===== config.mk =====
export PLATFORM = sky130hd
export DESIGN_NAME = memory_port_arbiter_flat
export DESIGN_NICKNAME = d
export VERILOG_FILES = /design/src/rtl/memory_port_arbiter_if.sv /design/src/rtl/memory_port_arbiter.sv /design/src/flat_wrapper.sv
export SDC_FILE = /design/constraint.sdc
export NUM_CORES = 1
export LEC_CHECK = 0
export ABC_CLOCK_PERIOD_IN_PS = 2550
export CAP_MARGIN = 5
export CORE_AREA = 2 2 107 109
export DETAILED_ROUTE_END_ITERATION = 6
export DIE_AREA = 0 0 109 111
export PLACE_DENSITY = 0.64
export SLEW_MARGIN = 40
export SYNTH_ARGS = -nofsm -noshare
export SYNTH_HDL_FRONTEND = slang
export SYNTH_SLANG_ARGS = --single-unit
export TNS_END_PERCENT = 50

===== constraint.sdc =====
create_clock -name clk -period 2.55 [get_ports clk]
set_input_delay 0.765 -clock clk [delete_from_list [all_inputs] [get_ports clk]]
set_output_delay 0.765 -clock clk [all_outputs]
set_load 0.005 [all_outputs]

===== src/rtl/memory_port_arbiter_if.sv =====
// Core-side memory bus shared by the fetch and load/store ports.
// master: requesters plus memory controller (environment); slave: the arbiter.
interface memory_port_arbiter_if;
  logic [31:0] fetchAddress;
  logic        fetchReadEnable;
  logic [31:0] fetchDataRead;
  logic        fetchBusy;

  logic [31:0] dataAddress;
  logic [3:0]  dataByteSelect;
  logic        dataWriteEnable;
  logic        dataReadEnable;
  logic [31:0] dataDataWrite;
  logic [31:0] dataDataRead;
  logic        dataBusy;

  logic [31:0] coreAddress;
  logic [3:0]  coreByteSelect;
  logic        coreWriteEnable;
  logic        coreReadEnable;
  logic [31:0] coreDataWrite;
  logic [31:0] coreDataRead;
  logic        coreBusy;

  modport master (
    output fetchAddress, fetchReadEnable,
    input  fetchDataRead, fetchBusy,
    output dataAddress, dataByteSelect, dataWriteEnable, dataReadEnable, dataDataWrite,
    input  dataDataRead, dataBusy,
    input  coreAddress, coreByteSelect, coreWriteEnable, coreReadEnable, coreDataWrite,
    output coreDataRead, coreBusy
  );

  modport slave (
    input  fetchAddress, fetchReadEnable,
    output fetchDataRead, fetchBusy,
    input  dataAddress, dataByteSelect, dataWriteEnable, dataReadEnable, dataDataWrite,
    output dataDataRead, dataBusy,
    output coreAddress, coreByteSelect, coreWriteEnable, coreReadEnable, coreDataWrite,
    input  coreDataRead, coreBusy
  );
endinterface


===== src/rtl/memory_port_arbiter.sv =====
// Fetch/data arbiter for the single core memory bus. Ownership parks on the last
// owner and only changes on transaction boundaries.
module memory_port_arbiter (
  input logic                  clk,
  input logic                  rst,
  memory_port_arbiter_if.slave bus
);

  typedef enum logic [1:0] {
    IDLE,
    FETCH,
    DATA
  } state_t;

  state_t state;
  state_t next_state;

  logic fetch_req;
  logic data_req;

  assign fetch_req = bus.fetchReadEnable;
  assign data_req  = bus.dataReadEnable | bus.dataWriteEnable;

  // NOTE: sequential state uses non-blocking assignments so every flop samples
  // pre-edge values; blocking here would create order-dependent simulation.
  always_ff @(posedge clk) begin
    if (rst) state <= IDLE;
    else     state <= next_state;
  end

  // NOTE: every output of this block is given a default first so no path can
  // leave a signal unassigned and infer a latch.
  always_comb begin
    next_state          = state;
    bus.coreAddress     = '0;
    bus.coreByteSelect  = '0;
    bus.coreWriteEnable = 1'b0;
    bus.coreReadEnable  = 1'b0;
    bus.coreDataWrite   = '0;
    bus.fetchDataRead   = '1;
    bus.dataDataRead    = '1;

    unique case (state)
      IDLE: begin
        if (fetch_req)     next_state = FETCH;
        else if (data_req) next_state = DATA;
      end

      FETCH: begin
        bus.coreAddress    = bus.fetchAddress;
        bus.coreByteSelect = 4'b1111;
        bus.coreReadEnable = bus.fetchReadEnable;
        bus.fetchDataRead  = bus.coreDataRead;
        // An in-flight fetch holds the bus; otherwise hand off or stay parked.
        if (!(fetch_req && bus.coreBusy) && data_req) next_state = DATA;
      end

      DATA: begin
        bus.coreAddress     = bus.dataAddress;
        bus.coreByteSelect  = bus.dataByteSelect;
        bus.coreWriteEnable = bus.dataWriteEnable;
        bus.coreReadEnable  = bus.dataReadEnable;
        bus.coreDataWrite   = bus.dataDataWrite;
        bus.dataDataRead    = bus.coreDataRead;
        if (!(data_req && bus.coreBusy) && fetch_req) next_state = FETCH;
      end

      default: next_state = IDLE;
    endcase
  end

  assign bus.fetchBusy = fetch_req & ~((state == FETCH) & ~bus.coreBusy);
  assign bus.dataBusy  = data_req  & ~((state == DATA)  & ~bus.coreBusy);

endmodule


===== src/flat_wrapper.sv =====
// flat-port wrapper written by rule: the top's interface ports become plain ports
module memory_port_arbiter_flat 
  (clk, rst, bus_fetchAddress, bus_fetchReadEnable, bus_fetchDataRead, bus_fetchBusy, bus_dataAddress, bus_dataByteSelect, bus_dataWriteEnable, bus_dataReadEnable, bus_dataDataWrite, bus_dataDataRead, bus_dataBusy, bus_coreAddress, bus_coreByteSelect, bus_coreWriteEnable, bus_coreReadEnable, bus_coreDataWrite, bus_coreDataRead, bus_coreBusy);
  memory_port_arbiter_if bus_i ();
  input logic clk;
  input logic rst;
  input wire logic [$bits(bus_i.fetchAddress)-1:0] bus_fetchAddress;
  input wire logic [$bits(bus_i.fetchReadEnable)-1:0] bus_fetchReadEnable;
  output wire logic [$bits(bus_i.fetchDataRead)-1:0] bus_fetchDataRead;
  output wire logic [$bits(bus_i.fetchBusy)-1:0] bus_fetchBusy;
  input wire logic [$bits(bus_i.dataAddress)-1:0] bus_dataAddress;
  input wire logic [$bits(bus_i.dataByteSelect)-1:0] bus_dataByteSelect;
  input wire logic [$bits(bus_i.dataWriteEnable)-1:0] bus_dataWriteEnable;
  input wire logic [$bits(bus_i.dataReadEnable)-1:0] bus_dataReadEnable;
  input wire logic [$bits(bus_i.dataDataWrite)-1:0] bus_dataDataWrite;
  output wire logic [$bits(bus_i.dataDataRead)-1:0] bus_dataDataRead;
  output wire logic [$bits(bus_i.dataBusy)-1:0] bus_dataBusy;
  output wire logic [$bits(bus_i.coreAddress)-1:0] bus_coreAddress;
  output wire logic [$bits(bus_i.coreByteSelect)-1:0] bus_coreByteSelect;
  output wire logic [$bits(bus_i.coreWriteEnable)-1:0] bus_coreWriteEnable;
  output wire logic [$bits(bus_i.coreReadEnable)-1:0] bus_coreReadEnable;
  output wire logic [$bits(bus_i.coreDataWrite)-1:0] bus_coreDataWrite;
  input wire logic [$bits(bus_i.coreDataRead)-1:0] bus_coreDataRead;
  input wire logic [$bits(bus_i.coreBusy)-1:0] bus_coreBusy;
  assign bus_i.fetchAddress = bus_fetchAddress;
  assign bus_i.fetchReadEnable = bus_fetchReadEnable;
  assign bus_fetchDataRead = bus_i.fetchDataRead;
  assign bus_fetchBusy = bus_i.fetchBusy;
  assign bus_i.dataAddress = bus_dataAddress;
  assign bus_i.dataByteSelect = bus_dataByteSelect;
  assign bus_i.dataWriteEnable = bus_dataWriteEnable;
  assign bus_i.dataReadEnable = bus_dataReadEnable;
  assign bus_i.dataDataWrite = bus_dataDataWrite;
  assign bus_dataDataRead = bus_i.dataDataRead;
  assign bus_dataBusy = bus_i.dataBusy;
  assign bus_coreAddress = bus_i.coreAddress;
  assign bus_coreByteSelect = bus_i.coreByteSelect;
  assign bus_coreWriteEnable = bus_i.coreWriteEnable;
  assign bus_coreReadEnable = bus_i.coreReadEnable;
  assign bus_coreDataWrite = bus_i.coreDataWrite;
  assign bus_i.coreDataRead = bus_coreDataRead;
  assign bus_i.coreBusy = bus_coreBusy;
  memory_port_arbiter u_core (.clk(clk), .rst(rst), .bus(bus_i));
endmodule

==> reports/summary.txt, run 1 <==
Largest buffer count on any clock path -> 2
Ranking of synthesized cells by area -> nand2b_1 (28%), a22oi_1 (18%), nor2b_1 (17%)
Simple-gate share of the synthesized area -> 61.24%
Antenna Nets Post-Route -> 0
Num Clock Sinks -> 2
PD cells -> 555.5 nW/um^2
Status -> completed
CP Launch Type -> flop
RSZ-0062 raised after global routing -> true
ANT cells -> 0
Most frequent cells in the layout -> clkdlybuf4s50_1 (137), dlygate4sd2_1 (135), nand2b_1 (64)
DIE AREA -> 12100 um^2
Leak -> 1.781 nW
Setup bufs post-CTS -> 0
CTS tree -> done
Root Buffer -> clkbuf_16
Fillers -> 1168
Post-DP HPWL -> 6821 um
Largest family of logic cells by synthesized area -> simple AND/OR/NAND/NOR gates
Row count -> 39
Largest regs -> u_core.state: 2 flops
Critical path required time -> 1.79 ns
Fmax -> 401.2 MHz
Initial core utilization -> 12.71%
Total of max-cap violations -> 0
Placer Congestion -> 0.7517
Non-Filler Instances -> 627
Syn Inst Count -> 219
Area grow syn2layout -> 210.3%
Register area -> 43.79 um^2
Crit-path cells -> inv_2, ha_4, bufbuf_16, nand2b_1, clkdlybuf4s50_1
# port buffers -> 273
Crit-path max cell delay -> 0.50 ns
Initial DRT Pass Iterations -> 4
Iteration-0 DRC Markers -> 130
Post-synthesis compound-gate area fraction -> 26.04%
Clock slew at reported path FFs -> 0.03 ns
Crit-path max FO -> 27
Pin count of the biggest net entering global routing -> 42
Die Y -> 111 um
Slew Limit Fails -> 0
Share of layout cells above drive strength 1 -> 4.959%
Io pins -> 274
Largest Register -> u_core.state
Top-area cell type share of the netlist area -> 28.44%
Vias -> 2597
Count of hold-fix buffers inserted at cts -> 0
Yosys top cell by area -> nand2b_1
Slew margin rel. -> 82.42%
Post-synthesis sequential area ratio -> 2.844%
Worst slew pin tran -> 0.2634 ns
Most common cell after layout, fill and taps aside -> clkdlybuf4s50_1
Setup TNS -> 0 ns
#FFs+latches synth -> 2
Mux cell area share after synthesis -> 0%
Gr usage total -> 12.99%
Xor-xnor portion of the synthesized cell area -> 0%
Min cycle time layout -> 2.493 ns
Cts bufs inserted -> 3
Slowest stage cell, crit path -> clkdlybuf4s50_1
Pre-CTS setup slack -> -0.4060 ns
Synth Area in Adders -> 2.667%
Mapped cell area -> 1408 um^2
Residual DRC -> 0
Critical path class -> flop to output port
Drt via density -> 4.142
Mapped Avg Cell Area -> 6.427 um^2
Skew-Pair Late Insertion Delay -> 0.22 ns
Nets -> 627
Initial antenna violation count -> 0
Routed len/inst -> 13.56 um
Routed WL -> 8504 um
Max reg flops -> 2
Worst hold path type -> flop to flop
Post-Route Skew -> 0.00004827 ns
Flop2flop setup slack -> 0.74 ns
Footprint of the multi-input gates -> 1314 um^2
First-pass GRT wire length -> 12800 um
Post-synthesis cell type count -> 22
Final-report hold violation count -> 0
Dpl cells -> 623
Crit path capture type -> output port
Core box area -> 11080 um^2
Post-route clock period utilization -> 97.75%
H-tree depth -> 1
Post-Syn Nets -> 360
Maximum vdd drop -> 0.3792 mV
GRT overflow -> 0
Final Worst Setup Slack -> 0.05728 ns
Arrival time worst endpoint -> 1.73 ns
Final-report setup violation count -> 0
Vias in the first global route -> 2619
Die W -> 109 um
Yosys warns -> 0
timing repair:
item                                    in CTS  in global routing
resized for setup                          138                  9
endpoints found under the setup margin     136                 13
gates cloned                                 1                  0
synthesized netlist by cell type:
| master | count |
|---|---|
| a211oi_4 | 1 |
| a21boi_0 | 1 |
| a21o_2 | 1 |
| a21oi_1 | 7 |
| a22oi_1 | 33 |
| a311oi_1 | 1 |
| a31oi_1 | 1 |
| and2_1 | 33 |
| buf_1 | 4 |
| buf_2 | 3 |
| clkbuf_1 | 16 |
| dfxtp_1 | 2 |
| ha_1 | 3 |
| inv_1 | 3 |
| nand2_1 | 1 |
| nand2b_1 | 64 |
| nor2_1 | 2 |
| nor2b_1 | 39 |
| o2111ai_1 | 1 |
| o211a_1 | 1 |
| o21ai_0 | 1 |
| o2bb2ai_1 | 1 |
cell families after synthesis:
| group | after synthesis |
|---|---|
| adders and majority gates | 3 |
| and+or+nand+nor | 139 |
| AOI/OAI and AO/OA | 49 |
| buffers and inverters | 26 |
| DFF | 2 |
layout make-up:
cell class,instances,share of cell area [%]
Clock buffer,3,1.719
Inverter,3,0.2578
Multi-Input combinational cell,191,30.08
Sequential cell,2,1.003
Tap cell,143,4.096
Timing Repair Buffer,285,62.85
per-layer routing:
layer	vias to the layer above	part of all wire, %	global-route usage (%)
li1	1259	-	-
met1	1166	37	13.83
met2	164	50	24.64
met3	8	12	3.762
met4	0	1.1	2.821
met5	-	0	0
worst paths after layout:
path | from | endpoint | cells past startpoint
setup reg to reg | u_core.state[0]$_SDFFE_PP0P_ | u_core.state[0]$_SDFFE_PP0P_ | 7
setup / recovery | u_core.state[0]$_SDFFE_PP0P_ | bus_dataDataRead[8] | 5
hold / removal | u_core.state[0]$_SDFFE_PP0P_ | u_core.state[0]$_SDFFE_PP0P_ | 3
hold reg to reg | u_core.state[0]$_SDFFE_PP0P_ | u_core.state[0]$_SDFFE_PP0P_ | 3
critical path, delay by kind of cell (launching register included):
kind | cells | cell delay (ns)
flops | 1 | 0.36
buf+inv | 3 | 0.87
simple gates | 1 | 0.08
fa+ha+maj | 1 | 0.19
power breakdown:
| part | internal, mW | switching, mW | leakage (nW) | total (mW) |
|---|---|---|---|---|
| sequential | 0.0481 | 0.0150 | 0.0172 | 0.0631 |
| combinational | 1.21 | 0.918 | 1.73 | 2.13 |
| clock | 0.199 | 0.0347 | 0.0370 | 0.234 |
stage by stage:
step                hold slack, ns  utilization [%]  total power [mW]  instance area (um^2)
global route                0.7078            39.43             2.647                  4368
finish                      0.7005            39.43             2.426                  4368
floorplan                   0.5251                -             1.013                  1408
detailed placement          0.6341            39.53             2.423                  4379
CTS                         0.6930            39.06             2.430                  4327
global placement            0.6278            39.53             2.404                  4379
(Power assumes the default switching activity.)
==> inputs of run 2 (changes only) <==
- CTS_BUF_LIST: not set -> sky130_fd_sc_hd__clkbuf_2 sky130_fd_sc_hd__clkbuf_4 sky130_fd_sc_hd__clkbuf_8
==> run 2 against run 1 <==
- global-route usage about the same
- sequential share of layout area about the same
- cell area down 1.1%
- non-clock buffer count unchanged
- critical path depth unchanged
- first-iteration DRC count down 6.2%
- routed wire length up 0.27%
- cell count unchanged
- fmax up 0.12%
- critical path type unchanged
==> reports/summary.txt, run 2 (synthesized netlist as in run 1, its figures left out) <==
Status -> completed
Initial DRT Pass Iterations -> 4 (unchanged)
Die W -> 109 um (unchanged)
Maximum vdd drop -> 0.4471 mV (+18%)
Dpl cells -> 623 (unchanged)
CTS tree -> done
Vias in the first global route -> 2609 (-0.38%)
ANT cells -> 0 (unchanged)
Share of layout cells above drive strength 1 -> 4.752% (-0.21 points)
Worst hold margin -> 0.6949 ns (-0.005565 ns)
Gr usage total -> 12.97% (-0.021 points)
Initial core utilization -> 12.71% (unchanged)
Residual DRC -> 0 (unchanged)
Final-report hold violation count -> 0 (unchanged)
Vias -> 2610 (+0.50%)
Crit-path max cell delay -> 0.50 ns (about the same)
Slew margin rel. -> 82.75% (+0.33 points)
Arrival time worst endpoint -> 1.72 ns (about the same)
Largest regs -> u_core.state: 2 flops
Hold path cells -> 3 (unchanged)
CP Buf/Inv Count -> 3 (unchanged)
Clock slew at reported path FFs -> 0.03 ns (about the same)
GRT overflow -> 0 (unchanged)
Initial antenna violation count -> 0 (unchanged)
Worst reg2reg path endpoint -> u_core.state[0]$_SDFFE_PP0P_
Most frequent cells in the layout -> clkdlybuf4s50_1 (136), dlygate4sd2_1 (135), nand2b_1 (64)
RSZ-0062 raised after global routing -> true
Total of max-cap violations -> 0 (unchanged)
Row count -> 39 (unchanged)
Flop2flop setup slack -> 0.74 ns (about the same)
Core box area -> 11080 um^2 (unchanged)
Io pins -> 274 (unchanged)
Final Worst Setup Slack -> 0.06027 ns (+0.002990 ns)
Root Buffer -> clkbuf_8
Largest Register -> u_core.state
Worst Hold End -> u_core.state[0]$_SDFFE_PP0P_
Crit-path max FO -> 27 (unchanged)
Non-Filler Instances -> 627 (unchanged)
Wire length on met2 -> 4277 um (-0.16%)
First-pass GRT wire length -> 12760 um (-0.32%)
Min cycle time layout -> 2.490 ns (-0.002990 ns)
Reg2reg start -> u_core.state[0]$_SDFFE_PP0P_
Drt via density -> 4.163 (+0.50%)
PD cells -> 530.7 nW/um^2 (-4.5%)
Final-report setup violation count -> 0 (unchanged)
Setup bufs post-CTS -> 0 (unchanged)
Iteration-0 DRC Markers -> 122 (-6.2%)
H-tree depth -> 1 (unchanged)
Routed met3 length -> 1016 um (+1.5%)
Post-Route Skew -> 0.001753 ns (+0.001705 ns)
Leak -> 1.764 nW (-0.94%)
Worst hold path type -> flop to flop
Met1 WL -> 3113 um (-0.42%)
Fillers -> 1170 (+0.17%)
Largest delay contributor family on the critical path -> buffers and inverters
Pre-CTS setup slack -> -0.4060 ns (unchanged)
Util after Layout -> 38.98% (-0.45 points)
Worst slew pin tran -> 0.2580 ns (-0.005452 ns)
Count of hold-fix buffers inserted at cts -> 0 (unchanged)
Antenna Nets Post-Route -> 0 (unchanged)
Placed Area -> 4379 um^2 (unchanged)
Crit path capture type -> output port
CP Launch Type -> flop
Cts bufs inserted -> 3 (unchanged)
# port buffers -> 273 (unchanged)
Register area -> 41.29 um^2 (-5.7%)
Reg2Reg Depth -> 7 (unchanged)
Most common cell after layout, fill and taps aside -> clkdlybuf4s50_1
Slew Limit Fails -> 0 (unchanged)
Post-route cell area -> 4318 um^2 (-1.1%)
Area grow syn2layout -> 206.8%
Skew-Pair Late Insertion Delay -> 0.21 ns (about the same)
Critical path class -> flop to output port
Placer Congestion -> 0.7517 (unchanged)
Fmax -> 401.7 MHz (+0.12%)
DIE AREA -> 12100 um^2 (unchanged)
Max reg flops -> 2 (unchanged)
Footprint of the multi-input gates -> 1301 um^2 (-0.95%)
Post-route clock period utilization -> 97.64% (-0.12 points)
Slowest stage cell, crit path -> clkdlybuf4s50_1
Min-delay src -> u_core.state[0]$_SDFFE_PP0P_
Top sig layer -> met4
Routed len/inst -> 13.60 um (+0.27%)
Post-DP HPWL -> 6821 um (unchanged)
Nets -> 627 (unchanged)
Largest buffer count on any clock path -> 2 (unchanged)
Crit-path cells -> inv_2, ha_4, bufbuf_16, nand2b_1, clkdlybuf4s50_1
Num Clock Sinks -> 2 (unchanged)
Routed WL -> 8527 um (+0.27%)
Die Y -> 111 um (unchanged)
Critical path required time -> 1.79 ns (about the same)
Pin count of the biggest net entering global routing -> 42 (unchanged)
==> run 2: cell types whose count changed in the layout (fill, tap and decap cells not counted), sizes merged <==
cell | before | now
clkdlybuf4s50 | 137 | 136
dlymetal6s2s | 0 | 1
==> run 2: routing by layer <==
layer  vias to the layer above  global-route usage, %
met5                         -                      0
met4                         0                  3.077
met3                        10                  3.586
met2                       166                  24.64
met1                      1174                  13.77
li1                       1260                      -
==> run 2: worst max path at each step <==
| stage | cells past startpoint | to | slack, ns | startpoint |
|---|---|---|---|---|
| finish | 5 | bus_dataDataRead[8] | 0.06 | u_core.state[0]$_SDFFE_PP0P_ |
| global route | 5 | bus_coreAddress[18] | -0.02 | u_core.state[1]$_SDFFE_PP0P_ |
| CTS | 6 | bus_dataDataRead[12] | 0.02 | u_core.state[0]$_SDFFE_PP0P_ |
| detailed placement | 4 | bus_coreReadEnable | -0.41 | bus_fetchReadEnable |
| global placement | 4 | bus_coreReadEnable | -0.39 | bus_fetchReadEnable |
| floorplan | 7 | bus_coreAddress[20] | 0.47 | u_core.state[0]$_SDFFE_PP0P_ |
==> run 2: report_power, final <==
part	switching, mW	internal [mW]	leakage [nW]
Combinational	0.912	1.19	1.73
Clock	0.0270	0.100	0.0216
Sequential	0.0156	0.0457	0.0169
Total	0.954	1.34	1.76
==> run 2: worst min-delay path, stage by stage, from the launching register on <==
cell,delay [ns]
dfxtp_2,0.33
buf_4,0.14
a21oi_1,0.11
a311oi_1,0.06
==> run 2: stage by stage <==
stage               power [mW]   TNS, ns
floorplan                1.013         0
detailed placement       2.423    -11.54
CTS                      2.320         0
global placement         2.404    -10.80
global route             2.507  -0.01706
finish                   2.292         0
==> run 2: what timing repair did <==
item	4_1_cts	5_1_grt
gates cloned	1	0
setup endpoints to repair	136	9
resized for setup	138	7
==> run 2: area by class of cell <==
class                      count  area share (%)
clock buffer                   3          0.9562
inverter                       3          0.2608
multi-input combinational    191           30.14
sequential                     2          0.9562
tap                          143           4.144
timing repair buffer         285           63.55
==> inputs of run 3 (changes only) <==
==> constraint.sdc (replaced) <==
create_clock -name clk -period 2.55 [get_ports clk]
set_input_delay 0.255 -clock clk [delete_from_list [all_inputs] [get_ports clk]]
set_output_delay 0.255 -clock clk [all_outputs]
set_load 0.005 [all_outputs]
==> run 3 against run 2 <==
- non-clock buffer count shrank 1
- clock-buffer cell count did not move
- global-route usage increased by 0.20 points
- cell count decreased by 0.16%
- total power up 8.1%
- routed wire length up 2.4%
- first-iteration DRC count rose by 25%
- clock power about the same
- worst setup slack improved by 0.11 ns
- hold slack lost 0.093 ns
- critical path depth is 1 higher
- largest power group unchanged
==> reports/summary.txt, run 3 (synthesized netlist as in run 1, its figures left out) <==
Initial core utilization -> 12.71% (unchanged)
Worst hold path type -> flop to flop
CTS tree -> done
# port buffers -> 273 (unchanged)
Share of layout cells above drive strength 1 -> 3.727% (-1.0 points)
Num Clock Sinks -> 2 (unchanged)
Arrival time worst endpoint -> 2.12 ns (+0.40 ns)
Final Worst Setup Slack -> 0.1716 ns (+0.1113 ns)
Setup bufs post-CTS -> 0 (unchanged)
Final-report setup violation count -> 0 (unchanged)
Largest regs -> u_core.state: 2 flops
Die Y -> 111 um (unchanged)
Max reg flops -> 2 (unchanged)
Internal -> 1.541 mW (+15%)
Combinational Power Share -> 92.5% (+0.7 points)
Cts bufs inserted -> 3 (unchanged)
Fmax -> 420.4 MHz (+4.7%)
Maximum vdd drop -> 0.1980 mV (-56%)
Nets -> 626 (-0.16%)
Reg2reg start -> u_core.state[0]$_SDFFE_PP0P_
Most frequent cells in the layout -> clkdlybuf4s50_1 (273), nand2b_1 (64), nor2b_1 (39)
Antenna Nets Post-Route -> 0 (unchanged)
Setup TNS -> 0 ns (unchanged)
Footprint of the multi-input gates -> 1271 um^2 (-2.3%)
Non-Filler Instances -> 626 (-0.16%)
Sw frac -> 37.78% (-3.9 points)
PD cells -> 565.2 nW/um^2 (+6.5%)
Most common cell after layout, fill and taps aside -> clkdlybuf4s50_1
CP startpoint -> u_core.state[0]$_SDFFE_PP0P_
Initial antenna violation count -> 0 (unchanged)
Post-cts gate resize count -> 0 (-100%)
Clock group share of total power -> 5.2% (-0.3 points)
Io pins -> 274 (unchanged)
Root Buffer -> clkbuf_8
Largest buffer count on any clock path -> 2 (unchanged)
Worst hold margin -> 0.6016 ns (-0.09337 ns)
DIE AREA -> 12100 um^2 (unchanged)
Status -> completed
Dpl cells -> 623 (unchanged)
Util after Layout -> 39.57% (+0.59 points)
Pre-CTS setup slack -> 0.3638 ns (+0.7698 ns)
Vias -> 2581 (-1.1%)
Residual DRC -> 0 (unchanged)
Core box area -> 11080 um^2 (unchanged)
Worst reg2reg path endpoint -> u_core.state[0]$_SDFFE_PP0P_
Drt via density -> 4.123 (-0.95%)
Slew Limit Fails -> 0 (unchanged)
Routed WL -> 8728 um (+2.4%)
Flop pwr share -> 2.3% (-0.4 points)
Leak -> 1.513 nW (-14%)
Post-route clock period utilization -> 93.27% (-4.4 points)
Count of hold-fix buffers inserted at cts -> 0 (unchanged)
Crit path capture type -> output port
CP Capture Point -> bus_coreAddress[5]
GRT overflow -> 0 (unchanged)
Min cycle time layout -> 2.378 ns (-0.1113 ns)
Gr usage total -> 13.17% (+0.20 points)
ANT cells -> 0 (unchanged)
Skew-Pair Late Insertion Delay -> 0.21 ns (about the same)
Largest Register -> u_core.state
Routed len/inst -> 13.94 um (+2.5%)
Worst slew pin tran -> 0.4001 ns (+0.1421 ns)
Die W -> 109 um (unchanged)
Register area -> 40.04 um^2 (-3.0%)
Iteration-0 DRC Markers -> 152 (+25%)
Final-report hold violation count -> 0 (unchanged)
CP Launch Type -> flop
H-tree depth -> 1 (unchanged)
Vias in the first global route -> 2560 (-1.9%)
Area grow syn2layout -> 211.4%
Placer Congestion -> 0.7858 (+4.5%)
Post-Route Skew -> 0.0005558 ns (-0.001197 ns)
Row count -> 39 (unchanged)
Pin count of the biggest net entering global routing -> 60 (+43%)
RSZ-0062 raised after global routing -> false
Total of max-cap violations -> 0 (unchanged)
Reg2Reg Depth -> 7 (unchanged)
Crit-path max FO -> 34 (+26%)
Post-DP HPWL -> 7235 um (+6.1%)
Slew margin rel. -> 73.33% (-9.4 points)
Initial DRT Pass Iterations -> 4 (unchanged)
Clock slew at reported path FFs -> 0.03 ns (about the same)
Critical path class -> flop to output port
First-pass GRT wire length -> 12730 um (-0.22%)
Fillers -> 1112 (-5.0%)
Critical path required time -> 2.30 ns (+0.51 ns)
Flop2flop setup slack -> 0.70 ns (-0.04 ns)
Psw -> 0.9359 mW (-1.9%)
## run 3: cell types whose count changed in the layout (fill, tap and decap cells not counted), sizes merged
cell,previous run,this run
dlygate4sd2,135,0
dlymetal6s2s,1,0
clkdlybuf4s15,1,0
bufbuf,1,0
clkdlybuf4s50,136,273
## run 3: power by group through the flow
stage / Combinational, mW / Clock, mW / Sequential [mW]
after floorplan: 0.960 / 0 / 0.0530
after global placement: 2.29 / 0 / 0.0546
after detailed placement: 2.32 / 0 / 0.0575
after CTS: 2.33 / 0.130 / 0.0571
after global routing: 2.50 / 0.134 / 0.0587
final: 2.29 / 0.129 / 0.0567
## run 3: area by class of cell
| type | instances | share of cell area, % |
|---|---|---|
| Inverter | 3 | 0.2569 |
| Sequential cell | 2 | 0.9135 |
| Tap cell | 143 | 4.082 |
| Timing Repair Buffer | 284 | 64.80 |
| Clock buffer | 3 | 0.9421 |
| Multi-Input combinational cell | 191 | 29.00 |
## run 3: metrics by stage
stage,area [um^2],total power [mW]
5_1_grt,4383,2.691
3_3_place_gp,4342,2.347
6_report,4383,2.477
4_1_cts,4383,2.517
2_1_floorplan,1408,1.013
3_5_place_dp,4342,2.375
## run 3: how the worst min path moves through the flow
stage | depth (start not counted) | end | start
after floorplan | 1 | u_core.state[1]$_SDFFE_PP0P_ | rst
after global placement | 2 | u_core.state[0]$_SDFFE_PP0P_ | u_core.state[0]$_SDFFE_PP0P_
after detailed placement | 2 | u_core.state[0]$_SDFFE_PP0P_ | u_core.state[0]$_SDFFE_PP0P_
after CTS | 2 | u_core.state[0]$_SDFFE_PP0P_ | u_core.state[0]$_SDFFE_PP0P_
after global routing | 2 | u_core.state[0]$_SDFFE_PP0P_ | u_core.state[0]$_SDFFE_PP0P_
final | 2 | u_core.state[0]$_SDFFE_PP0P_ | u_core.state[0]$_SDFFE_PP0P_
## run 3: metal layers
layer	vias to the layer above	global-route usage, %	share of wire (%)	routed length, um
met2	161	24.93	50	4346
met3	9	4.586	13	1162
li1	1254	-	-	-
met4	0	3.162	1.3	115
met5	-	0	0	0
met1	1157	13.48	36	3104
## run 3: critical path: stages (launching register included)
cell             delay (ns)
dfxtp_1                0.34
inv_1                  0.11
ha_2                   0.25
buf_4                  0.36
a22oi_1                0.15
nor2b_1                0.14
clkdlybuf4s50_1        0.54
==> edit 1 (flow settings as in run 2) <==
Encoding of `state_t`: now one-hot (3 bits for 3 states).
--- a/src/rtl/memory_port_arbiter.sv
+++ b/src/rtl/memory_port_arbiter.sv
@@ -8,6 +8,6 @@
 
-  typedef enum logic [1:0] {
-    IDLE,
-    FETCH,
-    DATA
+  typedef enum logic [2:0] {
+    IDLE  = 3'b001,
+    FETCH = 3'b010,
+    DATA  = 3'b100
   } state_t;
Function: no difference found for any inputs over 10 cycles, from zero or initial values and one cycle with rst high; not proved beyond that.
==> edit 1 against run 2 <==
  * Routed wire length rose by 15%
  * Cell count down 3.5%
  * Highest routed layer unchanged
  * Synthesized area fell by 8.7%
  * Hold slack gained 0.034 ns
  * Cell area down 1.8%
  * Setup slack improved by 0.012 ns
  * Critical path depth is 2 lower
  * Sequential cell count up 1
  * Clock skew shrank 0.00074 ns
  * Register-to-register slack better by 0.43 ns
Power is not compared: it rests on default switching activity, and its combinational part moved more than twofold at a synthesized area within 25%.
==> edit 1: results (changes against run 2) <==
- Post-cts sizing count: 149 (+8.0%)
- Global-route wire length before repair: 14090 µm (+10%)
- Part of the Yosys area used for sequential elements: 4.674% (+1.8 points)
- Clock skew: 0.001017 ns (-0.0007359 ns)
- Detailed Route Iter0 Violations: 82 (-33%)
- Pin count of the biggest net entering global routing: 37 (-12%)
- Post-route setup slack: 0.07192 ns (+0.01166 ns)
- Multi-input logic area: 0.001107 mm² (-15%)
- Met3 routed WL: 1090 µm (+7.3%)
- Reg area: 63.81 µm² (+55%)
- Ant diodes: 1 (+1)
- NonClk Buf Share: 66.69% (+3.1 points)
- Largest stage delay, worst path: 0.44 ns (-0.06 ns)
- Post-CTS Setup Inserts: 4 (+4)
- Post-synth top cells: 65 x nand2b_1, 34 x and2_1, 33 x a22o_1
- Sink Count: 3 (+1)
- ClkCell Share: 1.151% (+0.19 points)
- CP startpoint: bus_fetchReadEnable
- Comb_multi_in: 158 (-17%)
- DR vias: 2493 (-4.5%)
- R2R cell count: 5 (-2)
- Buffers outside the clock class: 293 (+2.8%)
- Met1 Usage GRT: 15.12% (+1.4 points)
- Wire length on met1: 3327 µm (+6.9%)
- Vias/cell: 4.121 (-1.0%)
- Post-Synthesis Cells: 184 (-16%)
- Synth top area cells: nand2b_1 32%, a22o_1 22%, and2_1 17%, dfxtp_1 4.7%, buf_4 3.5%
- Pre-CTS setup slack: -0.3206 ns (+0.08543 ns)
- Filler cells: 1186 (+1.4%)
- Crit-path max FO: 3 (-89%)
- Initial antenna violation count: 1 (+1)
- Status: finished clean
- Share of cells above drive strength 1: 6.941% (+2.2 points)
- Vias in the first global route: 2591 (-0.69%)
- Adder-cell share of the synthesized area: 0% (-2.7 points)
- Met2 Usage GRT: 30.02% (+5.4 points)
- Design Area, Final: 0.004240 mm² (-1.8%)
[edit 1: cell count changes in the layout (fill, tap and decap cells not counted), moves of 3 or more]
cell            run 2  this run
a21oi_1             7         0
buf_4               6        12
a22o_1              0        33
a22oi_1            31         0
buf_16              0         3
nor2b_1            39         1
a21o_1              0         4
[edit 1: kinds of logic after synthesis]
logic type / count (synthesis)
AO/OA/AOI/OAI: 50
AND/OR/NAND/NOR: 108
flip-flops: 3
buffers and inverters: 23
[edit 1: worst min-delay path by stage]
stage / startpoint / endpoint / slack, ns / depth (start not counted)
4_1_cts: u_core.state[2] / u_core.state[0] / 0.73 / 3
5_1_grt: u_core.state[1] / u_core.state[0] / 0.77 / 2
3_3_place_gp: u_core.state[2] / u_core.state[0] / 0.73 / 3
2_1_floorplan: u_core.state[1] / u_core.state[0] / 0.61 / 2
3_5_place_dp: u_core.state[2] / u_core.state[0] / 0.78 / 3
6_report: u_core.state[2] / u_core.state[0] / 0.73 / 3
==> edit 2 (flow settings as in run 2) <==
Made on the original files. Make the reset (`rst`) asynchronous in one clocked block.
--- a/src/rtl/memory_port_arbiter.sv
+++ b/src/rtl/memory_port_arbiter.sv
@@ -25,3 +25,3 @@
   // pre-edge values; blocking here would create order-dependent simulation.
-  always_ff @(posedge clk) begin
+  always_ff @(posedge clk or posedge rst) begin
     if (rst) state <= IDLE;
Function: differs if rst is asserted again (counterexample within 4 cycles, from zero or initial values and one cycle with rst high); with rst held inactive, the same outputs for 10 cycles.
==> edit 2 against run 2 <==
  * Global-route usage rose by 0.88 points
  * Sequential cell count unchanged
  * Synthesized cell count up 3.7%
  * Power is 47% higher
  * Register-to-register slack better by 0.31 ns
  * Clock power decreased by 3%
  * Synthesized area increased by 7.2%
  * Cell area up 6.9%
  * Critical path depth down 1
  * Setup slack better by 0.0087 ns
  * Routed wire length increased by 4.7%
==> edit 2: results (changes against run 2) <==
- Status: finished clean
- Internal reg-to-reg setup slack: 1.05 ns (+0.31 ns)
- Crit Reg-Reg Startpoint: u_core.state[0]
- GR Util All Layers: 13.85% (+0.88 points)
- Power of the sequential group: 59.6 µW (-3%)
- Synthesis warning total: 0 (unchanged)
- Switch share: 40.30% (-1.3 points)
- Distinct cells, synth: 24 (+9.1%)
- Clock skew: 0.0009940 ns (-0.0007592 ns)
- Largest stage delay, worst path: 0.52 ns (+0.02 ns)
- Share of cells above drive strength 1: 10.28% (+5.5 points)
- Seq pwr share: 1.8% (-0.9 points)
- Placer congestion estimate: 0.7734 (+2.9%)
- Drt first pass iters: 4 (unchanged)
- Largest regs: u_core.state: 2 flops
- H-tree depth: 1 (unchanged)
- Post-synth top cells: 61 x nand2b_1, 37 x nor2b_1, 33 x a22oi_1, 33 x and2_1, 11 x clkbuf_1
- Pin count of the biggest net entering global routing: 36 (-14%)
- Hold Slack: 0.6777 ns (-0.01719 ns)
- Post-synthesis async set-or-reset flop share: 100.0% (+100 points)
- R2R cell count: 6 (-1)
- Finished Layout Cells: 649 (+3.5%)
- Part of the Yosys area used for sequential elements: 3.317% (+0.47 points)
- Dominant synthesized flop cell: dfrtp_1
- Hold Path Class: register to register
- CTS Buffer Depth: 2 (unchanged)
- CP startpoint: bus_fetchReadEnable
- Vias in the first global route: 2699 (+3.4%)
- HPWL Detailed: 7397 µm (+8.4%)
- Crit path DAT: 1.72 ns (about the same)
- Crit-path max FO: 3 (-89%)
- Filler cells: 1126 (-3.8%)
- Worst Max-Slew Pin Slew: 0.3309 ns (+0.07294 ns)
- Placed insts: 642 (+3.0%)
- Peak supply drop: 0.0003220 V (-28%)
- Clock latency on the worst-skew pair: 0.21 ns (about the same)
- Lkg Pwr: 0.001940 µW (+9.9%)
- Post-synthesis net count: 368 (+2.2%)
- Reg2reg end: u_core.state[0]
- Worst setup path endpoint: bus_fetchBusy
- Clock transition at path regs: 0.03 ns (about the same)
- Synth top area cells: nand2b_1 25%, a22oi_1 16%, nor2b_1 15%, and2_1 14%, buf_2 3.3%
- Detailed Route Iter0 Violations: 138 (+13%)
- Ant diodes: 0 (unchanged)
- Hold Path Stages: 3 (unchanged)
- Global-route wire length before repair: 13540 µm (+6.2%)
- Avg Inst Size Synth: 6.647 µm² (+3.4%)
- Number of port buffers: 273 (unchanged)
- Slowest CP cell: clkdlybuf4s50_1
- Routed length per instance: 13.76 µm (+1.2%)
- P_comb: 3180 µW (+51%)
- Vias/cell: 4.156 (-0.17%)
- Hold_sp: u_core.state[0]
- Hold EP: u_core.state[0]
[edit 2: cell count changes after synthesis, moves of 3 or more]
cell,run 2,this run
buf_2,3,10
buf_1,4,0
clkbuf_1,16,11
or2b_1,0,4
nand2b_1,64,61
inv_1,3,7
[edit 2: layout make-up]
cell class | instances | share of cell area (%)
Tap cell | 143 | 3.875
Sequential cell | 2 | 1.084
Clock buffer | 3 | 0.8943
Timing Repair Buffer | 299 | 62.85
Multi-Input combinational cell | 195 | 30.73
Inverter | 7 | 0.5691
[edit 2: timing repair]
action | 4_1_cts | 5_1_grt
setup buffers | 1 | 1
pin swaps | 1 | 1
endpoints found under the hold margin | 0 | 0
setup endpoints to repair | 136 | 4
gates cloned | 2 | 0
hold buffers | 0 | 0
gates resized for setup | 148 | 15
[edit 2: per-stage QoR]
| stage | area (µm²) | worst slack (ns) | TNS [ns] |
|---|---|---|---|
| after global placement | 4534 | -0.3210 | -10.35 |
| after CTS | 4547 | -0.07213 | -0.1856 |
| after floorplan | 1509 | 0.4820 | 0 |
| after global routing | 4617 | -0.008290 | -0.01838 |
| final | 4617 | 0.06895 | 0 |
| after detailed placement | 4534 | -0.3641 | -11.17 |
[edit 2: cell families after synthesis]
family / Yosys count / synth area share (%)
flip-flops: 2 / 3.317
AO/OA/AOI/OAI: 53 / 27.36
buffers and inverters: 30 / 8.790
AND/OR/NAND/NOR: 139 / 58.04
adder cells (fa/ha/maj): 3 / 2.488
[edit 2: routing by layer]
layer  wire, µm  track usage, %  part of all wire, %
met1       3051           13.82                   34
met4        170           4.444                  1.9
met5          0               0                    0
met2       4810           27.29                   54
met3        900           3.116                   10
